[src/rtl/mem_bus_arbiter_pkg.sv]
// mem_bus_arbiter_pkg: shared state encoding, owner IDs and timeout default for the arbiter
package mem_bus_arbiter_pkg;

    typedef enum logic [1:0] {
        IDLE = 2'd0,
        BUSY = 2'd1,
        RESP = 2'd2
    } state_t;

    typedef enum logic {
        M0 = 1'b0,
        M1 = 1'b1
    } owner_t;

    localparam int unsigned TIMEOUT_CYC_DEF = 16;

endpackage

[src/rtl/mem_bus_arbiter_if.sv]
// mem_bus_arbiter_if: bundle of both requester ports and the shared memory port.
// The slave modport is the arbiter's view (it serves the requesters and drives memory),
// the master modport is the surrounding system's view.
interface mem_bus_arbiter_if;

    logic        m0_req_i;
    logic        m0_we_i;
    logic [31:0] m0_addr_i;
    logic [31:0] m0_wdata_i;
    logic [3:0]  m0_sel_i;
    logic [31:0] m0_rdata_o;
    logic        m0_done_o;
    logic        m0_err_o;
    logic        m0_hold_o;

    logic        m1_req_i;
    logic        m1_we_i;
    logic [31:0] m1_addr_i;
    logic [31:0] m1_wdata_i;
    logic [3:0]  m1_sel_i;
    logic [31:0] m1_rdata_o;
    logic        m1_done_o;
    logic        m1_err_o;

    logic        s_req_o;
    logic        s_we_o;
    logic [31:0] s_addr_o;
    logic [31:0] s_wdata_o;
    logic [3:0]  s_sel_o;
    logic        s_ack_i;
    logic [31:0] s_rdata_i;

    modport slave (
        input  m0_req_i, m0_we_i, m0_addr_i, m0_wdata_i, m0_sel_i,
        output m0_rdata_o, m0_done_o, m0_err_o, m0_hold_o,
        input  m1_req_i, m1_we_i, m1_addr_i, m1_wdata_i, m1_sel_i,
        output m1_rdata_o, m1_done_o, m1_err_o,
        output s_req_o, s_we_o, s_addr_o, s_wdata_o, s_sel_o,
        input  s_ack_i, s_rdata_i
    );

    modport master (
        output m0_req_i, m0_we_i, m0_addr_i, m0_wdata_i, m0_sel_i,
        input  m0_rdata_o, m0_done_o, m0_err_o, m0_hold_o,
        output m1_req_i, m1_we_i, m1_addr_i, m1_wdata_i, m1_sel_i,
        input  m1_rdata_o, m1_done_o, m1_err_o,
        input  s_req_o, s_we_o, s_addr_o, s_wdata_o, s_sel_o,
        output s_ack_i, s_rdata_i
    );

endinterface

[src/rtl/mem_bus_arbiter_timeout_cnt.sv]
// arb_timeout_cnt: counts BUSY cycles; expired_o flags the last allowed cycle without ack
module arb_timeout_cnt #(
    parameter int unsigned LIMIT = 16
) (
    input  logic clk,
    input  logic rst,
    input  logic clr_i,
    input  logic en_i,
    output logic expired_o
);

    logic [7:0] cnt_q;
    logic [7:0] cnt_d;

    // Hold at zero outside BUSY, count one per BUSY cycle.
    always_comb begin
        cnt_d = clr_i ? 8'd0 : en_i ? cnt_q + 8'd1 : cnt_q;
    end

    // Counter register.
    always_ff @(posedge clk or posedge rst) begin
        if (rst) cnt_q <= 8'd0;
        else     cnt_q <= cnt_d;
    end

    // Counter starts at 0 in the first BUSY cycle, so LIMIT-1 marks the LIMIT-th cycle.
    assign expired_o = en_i && (cnt_q == 8'(LIMIT - 1));

endmodule

[src/rtl/mem_bus_arbiter.sv]
// mem_bus_arbiter: two-requester arbiter onto one data-memory port with ack timeout.
// Define ARB_ROUND_ROBIN_EN for alternating grants on simultaneous requests;
// otherwise m0 has fixed priority.
module mem_bus_arbiter
    import mem_bus_arbiter_pkg::*;
#(
    parameter int unsigned TIMEOUT_CYC = TIMEOUT_CYC_DEF
) (
    input  logic clk,
    input  logic rst,
    mem_bus_arbiter_if.slave bus
);

    state_t      state_q, state_d;
    owner_t      owner_q, owner_d;
    logic        we_q, we_d;
    logic [31:0] addr_q, addr_d;
    logic [31:0] wdata_q, wdata_d;
    logic [3:0]  sel_q, sel_d;
    logic [31:0] rdata_q, rdata_d;
    logic        err_q, err_d;
    owner_t      win;
    logic        any_req;
    logic        expired;
    logic        busy;
    logic        resp;

    assign any_req = bus.m0_req_i || bus.m1_req_i;
    assign busy    = state_q == BUSY;
    assign resp    = state_q == RESP;

`ifdef ARB_ROUND_ROBIN_EN
    owner_t last_q, last_d;

    assign win    = owner_t'(bus.m1_req_i && (!bus.m0_req_i || last_q == M0));
    assign last_d = (state_q == IDLE && any_req) ? win : last_q;

    // Remember the latest grant so simultaneous requests alternate; m1 at reset so m0 wins first.
    always_ff @(posedge clk or posedge rst) begin
        if (rst) last_q <= M1;
        else     last_q <= last_d;
    end
`else
    assign win = owner_t'(bus.m1_req_i && !bus.m0_req_i);
`endif

    arb_timeout_cnt #(
        .LIMIT(TIMEOUT_CYC)
    ) u_timeout (
        .clk       (clk),
        .rst       (rst),
        .clr_i     (!busy),
        .en_i      (busy),
        .expired_o (expired)
    );

    // Next state: latch the winner at grant, finish on ack (ack beats timeout), one RESP cycle.
    always_comb begin
        state_d = state_q;
        owner_d = owner_q;
        we_d    = we_q;
        addr_d  = addr_q;
        wdata_d = wdata_q;
        sel_d   = sel_q;
        rdata_d = rdata_q;
        err_d   = err_q;
        case (state_q)
            IDLE: begin
                if (any_req) begin
                    state_d = BUSY;
                    owner_d = win;
                    we_d    = win == M1 ? bus.m1_we_i    : bus.m0_we_i;
                    addr_d  = win == M1 ? bus.m1_addr_i  : bus.m0_addr_i;
                    wdata_d = win == M1 ? bus.m1_wdata_i : bus.m0_wdata_i;
                    sel_d   = win == M1 ? bus.m1_sel_i   : bus.m0_sel_i;
                end
            end
            BUSY: begin
                if (bus.s_ack_i) begin
                    state_d = RESP;
                    rdata_d = we_q ? 32'd0 : bus.s_rdata_i;
                    err_d   = 1'b0;
                end else if (expired) begin
                    state_d = RESP;
                    rdata_d = 32'd0;
                    err_d   = 1'b1;
                end
            end
            RESP:    state_d = IDLE;
            default: state_d = IDLE;
        endcase
    end

    // State and latched transaction registers.
    always_ff @(posedge clk or posedge rst) begin
        if (rst) begin
            state_q <= IDLE;
            owner_q <= M0;
            we_q    <= 1'b0;
            addr_q  <= 32'd0;
            wdata_q <= 32'd0;
            sel_q   <= 4'd0;
            rdata_q <= 32'd0;
            err_q   <= 1'b0;
        end else begin
            state_q <= state_d;
            owner_q <= owner_d;
            we_q    <= we_d;
            addr_q  <= addr_d;
            wdata_q <= wdata_d;
            sel_q   <= sel_d;
            rdata_q <= rdata_d;
            err_q   <= err_d;
        end
    end

    assign bus.s_req_o   = busy;
    assign bus.s_we_o    = busy && we_q;
    assign bus.s_addr_o  = busy ? addr_q  : 32'd0;
    assign bus.s_wdata_o = busy ? wdata_q : 32'd0;
    assign bus.s_sel_o   = busy ? sel_q   : 4'd0;

    assign bus.m0_done_o  = resp && owner_q == M0;
    assign bus.m0_err_o   = bus.m0_done_o && err_q;
    assign bus.m0_rdata_o = bus.m0_done_o ? rdata_q : 32'd0;
    assign bus.m0_hold_o  = bus.m0_req_i && !bus.m0_done_o;

    assign bus.m1_done_o  = resp && owner_q == M1;
    assign bus.m1_err_o   = bus.m1_done_o && err_q;
    assign bus.m1_rdata_o = bus.m1_done_o ? rdata_q : 32'd0;

endmodule
[src/flat_wrapper.sv]
// flat-port wrapper written by rule: the top's interface ports become plain ports
module mem_bus_arbiter_flat import mem_bus_arbiter_pkg::*;
#(
    parameter int unsigned TIMEOUT_CYC = TIMEOUT_CYC_DEF
)
  (clk, rst, bus_m0_req_i, bus_m0_we_i, bus_m0_addr_i, bus_m0_wdata_i, bus_m0_sel_i, bus_m0_rdata_o, bus_m0_done_o, bus_m0_err_o, bus_m0_hold_o, bus_m1_req_i, bus_m1_we_i, bus_m1_addr_i, bus_m1_wdata_i, bus_m1_sel_i, bus_m1_rdata_o, bus_m1_done_o, bus_m1_err_o, bus_s_req_o, bus_s_we_o, bus_s_addr_o, bus_s_wdata_o, bus_s_sel_o, bus_s_ack_i, bus_s_rdata_i);
  mem_bus_arbiter_if bus_i ();
  input  logic clk;
  input  logic rst;
  input wire logic [$bits(bus_i.m0_req_i)-1:0] bus_m0_req_i;
  input wire logic [$bits(bus_i.m0_we_i)-1:0] bus_m0_we_i;
  input wire logic [$bits(bus_i.m0_addr_i)-1:0] bus_m0_addr_i;
  input wire logic [$bits(bus_i.m0_wdata_i)-1:0] bus_m0_wdata_i;
  input wire logic [$bits(bus_i.m0_sel_i)-1:0] bus_m0_sel_i;
  output wire logic [$bits(bus_i.m0_rdata_o)-1:0] bus_m0_rdata_o;
  output wire logic [$bits(bus_i.m0_done_o)-1:0] bus_m0_done_o;
  output wire logic [$bits(bus_i.m0_err_o)-1:0] bus_m0_err_o;
  output wire logic [$bits(bus_i.m0_hold_o)-1:0] bus_m0_hold_o;
  input wire logic [$bits(bus_i.m1_req_i)-1:0] bus_m1_req_i;
  input wire logic [$bits(bus_i.m1_we_i)-1:0] bus_m1_we_i;
  input wire logic [$bits(bus_i.m1_addr_i)-1:0] bus_m1_addr_i;
  input wire logic [$bits(bus_i.m1_wdata_i)-1:0] bus_m1_wdata_i;
  input wire logic [$bits(bus_i.m1_sel_i)-1:0] bus_m1_sel_i;
  output wire logic [$bits(bus_i.m1_rdata_o)-1:0] bus_m1_rdata_o;
  output wire logic [$bits(bus_i.m1_done_o)-1:0] bus_m1_done_o;
  output wire logic [$bits(bus_i.m1_err_o)-1:0] bus_m1_err_o;
  output wire logic [$bits(bus_i.s_req_o)-1:0] bus_s_req_o;
  output wire logic [$bits(bus_i.s_we_o)-1:0] bus_s_we_o;
  output wire logic [$bits(bus_i.s_addr_o)-1:0] bus_s_addr_o;
  output wire logic [$bits(bus_i.s_wdata_o)-1:0] bus_s_wdata_o;
  output wire logic [$bits(bus_i.s_sel_o)-1:0] bus_s_sel_o;
  input wire logic [$bits(bus_i.s_ack_i)-1:0] bus_s_ack_i;
  input wire logic [$bits(bus_i.s_rdata_i)-1:0] bus_s_rdata_i;
  assign bus_i.m0_req_i = bus_m0_req_i;
  assign bus_i.m0_we_i = bus_m0_we_i;
  assign bus_i.m0_addr_i = bus_m0_addr_i;
  assign bus_i.m0_wdata_i = bus_m0_wdata_i;
  assign bus_i.m0_sel_i = bus_m0_sel_i;
  assign bus_m0_rdata_o = bus_i.m0_rdata_o;
  assign bus_m0_done_o = bus_i.m0_done_o;
  assign bus_m0_err_o = bus_i.m0_err_o;
  assign bus_m0_hold_o = bus_i.m0_hold_o;
  assign bus_i.m1_req_i = bus_m1_req_i;
  assign bus_i.m1_we_i = bus_m1_we_i;
  assign bus_i.m1_addr_i = bus_m1_addr_i;
  assign bus_i.m1_wdata_i = bus_m1_wdata_i;
  assign bus_i.m1_sel_i = bus_m1_sel_i;
  assign bus_m1_rdata_o = bus_i.m1_rdata_o;
  assign bus_m1_done_o = bus_i.m1_done_o;
  assign bus_m1_err_o = bus_i.m1_err_o;
  assign bus_s_req_o = bus_i.s_req_o;
  assign bus_s_we_o = bus_i.s_we_o;
  assign bus_s_addr_o = bus_i.s_addr_o;
  assign bus_s_wdata_o = bus_i.s_wdata_o;
  assign bus_s_sel_o = bus_i.s_sel_o;
  assign bus_i.s_ack_i = bus_s_ack_i;
  assign bus_i.s_rdata_i = bus_s_rdata_i;
  mem_bus_arbiter #(.TIMEOUT_CYC(TIMEOUT_CYC)) u_core (.clk(clk), .rst(rst), .bus(bus_i));
endmodule
[config.mk]
export PLATFORM = sky130hd
export DESIGN_NAME = mem_bus_arbiter_flat
export DESIGN_NICKNAME = d
export VERILOG_FILES = /design/src/rtl/mem_bus_arbiter_pkg.sv /design/src/rtl/mem_bus_arbiter_if.sv /design/src/rtl/mem_bus_arbiter_timeout_cnt.sv /design/src/rtl/mem_bus_arbiter.sv /design/src/flat_wrapper.sv
export SDC_FILE = /design/constraint.sdc
export NUM_CORES = 1
export LEC_CHECK = 0
export BUFFER_PORTS_ARGS = -buffer_cell sky130_fd_sc_hd__buf_2
export CAP_MARGIN = 10
export CELL_PAD_IN_SITES_DETAIL_PLACEMENT = 0
export CELL_PAD_IN_SITES_GLOBAL_PLACEMENT = 2
export CORE_MARGIN = 3
export CORE_UTILIZATION = 30
export DETAILED_ROUTE_END_ITERATION = 6
export PLACE_DENSITY = 0.92
export SLEW_MARGIN = 10
export SYNTH_ARGS = -nofsm -noshare
export SYNTH_HDL_FRONTEND = slang
export SYNTH_SLANG_ARGS = --single-unit
[constraint.sdc]
create_clock -name clk -period 8.5 [get_ports clk]
set_input_delay 2.125 -clock clk [delete_from_list [all_inputs] [get_ports clk]]
set_output_delay 2.125 -clock clk [all_outputs]
set_load 0.03 [all_outputs]
After elaboration in Yosys (flattened, before gate mapping). Cells that the tools add are included.

Register bits: 113. Input port bits: 175. Output and inout port bits: 139. Word-level logic and storage cells: 51.

$add $sub $neg: 1. Eq/ne operators: 5. Muxes and demuxes: 19. Bitwise gates (word level): 1. Reductions and logical operators: 16.

Operator list (number): two-way mux 32 bit (9); adder 8 x 1 -> 8 bit (second input constant) (1); == test 8 x 4 -> 1 bit (second input constant) (1); logical AND 1 bit (8); two-way mux 4 bit (2); two-way mux 8 bit (1); two-way mux 2 bit (3); AND reduction 2 bit (3); case mux 2 bit (2 select lines) (1); two-way mux 1 bit (3); != test 3 x 2 -> 1 bit (second input constant) (1); == test 2 x 1 -> 1 bit (second input constant) (1); == test 2 bit (second input constant) (1); zero test 1 bit (2); zero test 2 bit (1); != test 2 x 1 -> 1 bit (second input constant) (1); nonzero test 2 bit (1); logical OR 1 bit (1); inverter 1 bit (1).

Logic depth before layout (Yosys ltp).
Word-level depth: 5. Gate-level depth with buffers: 6. Gate-level depth less buffers: 4.

Cells and area by module. A second synthesis with hierarchy kept.

Cells, all modules: 599. Area, all modules: 5886.9 um^2.

Modules (own cells, without submodules): mem_bus_arbiter (instances 1, cells an instance 559, area each 5490.3 um^2, seq. area each 2627.5 um^2); arb_timeout_cnt (instances 1, cells an instance 40, area each 396.6 um^2, seq. area each 200.2 um^2).

Least setup slack after synthesis. OpenSTA, ideal clock, no wires.

Kind: input-to-output. Start: input bus_m0_req_i. End: output bus_m0_hold_o. Arrival: 2.580 ns. Required time: 6.375 ns. Slack: 3.795 ns. Stages: 1. Buffers on the path: 0. Path through: nor2b_1.

Cells in the longest elaborated chain, start to end: 1.

Ends and longest elaborated chain: from (decl) (line flat_wrapper.sv:10) `input wire logic [$bits(bus_i.m0_req_i)-1:0] bus_m0_req_i;`; logical AND 1 bit (line mem_bus_arbiter.sv:126) `assign bus.m0_hold_o = bus.m0_req_i && !bus.m0_done_o;`; to (decl) (line flat_wrapper.sv:18) `output wire logic [$bits(bus_i.m0_hold_o)-1:0] bus_m0_hold_o;`.

Every way passes these cells.

Worst setup path after layout. Same ends and word-level chain as after synthesis.

==> impl_metrics.tcl <==
set metrics [dict create \
    status "complete, no violations" \
    io_pins 314 \
    drive_gt1_share_pct 58.6 \
    postCtsSetupRepairBufs 0 \
    hold_start "u_core.u_timeout.cnt_q[0]" \
    htreeDepth 4 \
    p_sw_uw 1220 \
    diodes 0 \
    synth_fp_nets 711 \
    hold_path_depth 1 \
    portBuffers 313 \
    cts_tree "done" \
    layout.nets 1010 \
    start_util_pct 30.7 \
    top_usage_layer "met2" \
    powerDensity_nw_per_um2 364 \
    cts.sinks 113 \
    r2r_end "u_core.wdata_q[3]" \
    post_layout_nonfiller_instances 1116 \
    yosysWarnings 0 \
    row_count 52 \
    synthToLayoutAreaGrowth_pct 39.1 \
    syn_inst 535 \
    final_util_pct 42.7 \
    use_met1_pct 18.5 \
    report.final.slew_viol_count 0 \
    finalWeightedCongestion 0.738 \
    grt_setup_unrepaired "false" \
    worst_hold_path_type "reg -> reg" \
    wl_per_cell_um 15.2 \
    worst_setup_path_end_kind "output port" \
    syn-cell-area_um2 6250 \
    clock_path_buffers 2 \
    r2r_cells 4 \
    fp.dieH_um 150 \
    vias 5042 \
    fin_worst_skew_ps 7.50 \
    tightestPinTransition_ps 1000 \
    ys_seq_area_share_pct 45.3 \
    final_common_cell "buf_2" \
    dieArea_um2 22600 \
    clk_pin_slew_worst_paths_ps 50 \
    grt_overflow 0 \
    root_buffer "clkbuf_16" \
    dp_slack_ps 3780 \
    cts_buffers 17 \
    antenna_found_initial 0 \
    max_freq_mhz 212 \
    p_leak_uw 0.00433 \
    hold_ws_ps 492 \
    setup_viol 0 \
    drt_iter0_markers 159 \
    grt_pass1_wl_um 26400 \
    ctsResizeCount 0 \
    timing.slew.headroom_pct 33.0 \
    met3_usage_pct 4.43 \
    grt_max_degree 76 \
    worst_ep_arrival_time_ps 2590 \
    cp-start-kind "input pin" \
    ctsHoldBuffers 0 \
    p_int_uw 1940 \
    reg2reg_slack_ps 6390 \
    drc 0 \
    switching_share_pct 38.6 \
    combPwrFrac_pct 44.7 \
    fp.dieW_um 150 \
    hpwl_um 12100 \
    grt_pass1_vias 4954 \
    worstReg2RegStart "u_core.state_q[0]" \
    pwr-share-clk_pct 25.0 \
    clock_latency_ps 400 \
    pwr-share-seq_pct 30.3 \
    met2_usage_pct 24.5 \
    grt_usage_pct 14.8 \
    fin_crit_sh_pct 55.5 \
    first_pass_iters 4 \
    whs_endpoint "u_core.u_timeout.cnt_q[0]" \
    finalHoldViolCount 0 \
    synthDistinctLibCells 34 \
    fin_ws_ps 3780 \
    place_inst 1085 \
    irDropWorstVdd_v 0.000126 \
    drt-total-wl_um 16900 \
    worst-endpoint-required_ps 6380 \
    final_cell_mix "buf_2 (313), and2_1 (167), mux2_2 (128)" \
    yosysTopAreaCellShare_pct 45.3 \
    path_class "in -> out" \
    fillCellCount 2002 \
    fin_crit_ps 4720 \
    tns_ps 0 \
    synth_largest_area_cell "dfrtp_1" \
    core-area_um2 20400 \
    synth_area_leaders "dfrtp_1 (45%), mux2_2 (23%), and2_1 (17%)" \
    synth-seq-cells 113 \
    max_cap_viol_count 0 \
    worstPathMaxFanout 4 \
    final_antenna_net_count 0 \
    postSynthAreaPerCell_um2 11.7 \
    routed_via_density 4.52 \
]
[cell families after synthesis]
logic type                 synth area share [%]
and+or+nand+nor                            19.0
muxes                                      25.5
DFF                                        45.3
AOI/OAI and AO/OA                          6.35
buffers and inverters                      3.30
xor gates and xnor gates                  0.421
adders and majority gates                 0.200
[state kept, by name (all words and copies together) (netlist names)]
signal,count
u_core.we_q,1
u_core.u_timeout.cnt_q,8
u_core.state_q,2
u_core.err_q,1
u_core.rdata_q,32
u_core.addr_q,32
u_core.owner_q,1
u_core.wdata_q,32
u_core.sel_q,4
[worst max-delay path by stage]
| stage | slack [ps] | cells past startpoint | endpoint | startpoint |
|---|---|---|---|---|
| after floorplan | 3390 | 1 | u_core.addr_q[0] | rst |
| after global placement | 3780 | 3 | bus_m0_hold_o | bus_m0_req_i |
| after detailed placement | 3780 | 3 | bus_m0_hold_o | bus_m0_req_i |
| after CTS | 3780 | 3 | bus_m0_hold_o | bus_m0_req_i |
| after global routing | 3620 | 5 | bus_s_wdata_o[12] | u_core.state_q[1] |
| final | 3780 | 3 | bus_m0_hold_o | bus_m0_req_i |
[routing by layer]
layer  up-vias  part of all wire [%]
li1       2467                     -
met1      2383                    41
met2       173                    50
met3        19                   7.2
met4         0                   1.7
met5         -                     0
[critical path: stages]
cell and delay, ps:
buf_2 140, nor2b_1 130, buf_2 200
[metrics by stage]
step	area (um2)	total power (uW)
after detailed placement	8040	2410
after global routing	8690	3380
after CTS	8690	3220
final	8690	3160
after floorplan	6250	2000
after global placement	8040	2390
[final cells by class]
type / instances / area, um2 / share of cell area, %
repair buffers: 320 / 1620 / 18.6
multi-input cells: 379 / 3240 / 37.3
well taps: 270 / 338 / 3.89
clock buffers: 22 / 474 / 5.45
flip-flops and latches: 113 / 2830 / 32.5
clock inverters: 9 / 179 / 2.06
inverters: 3 / 13.8 / 0.158
[synthesized netlist by cell type]
library cell  number
a21o_1             1
a21oi_1            6
a221o_1           31
a22o_1             1
a31o_2             1
a31oi_1            1
and2_1           167
and3_1             1
and3b_1            1
buf_2             18
buf_6              3
clkbuf_1          19
dfrtp_1          113
ha_1               1
inv_1              3
mux2_2           128
mux2_4            10
nand2_1            4
nand2b_1           1
nand3_1            2
nand4_1            1
nor2_1             6
nor2b_1            2
nor3_1             1
nor3b_1            1
nor4_2             1
nor4bb_1           1
o211ai_1           1
o21a_1             1
o21ai_0            2
or3_1              2
or4_1              1
xnor2_1            2
xor2_1             1
[power by group through the flow]
stage                     Clock, uW  Sequential (uW)  Combinational, uW
final                           791              959               1410
after global placement            0              960               1430
after global routing            839             1000               1540
after CTS                       816              963               1440
after detailed placement          0              970               1440
after floorplan                   0              905               1100
No activity file was read; power rests on OpenSTA's default activity.
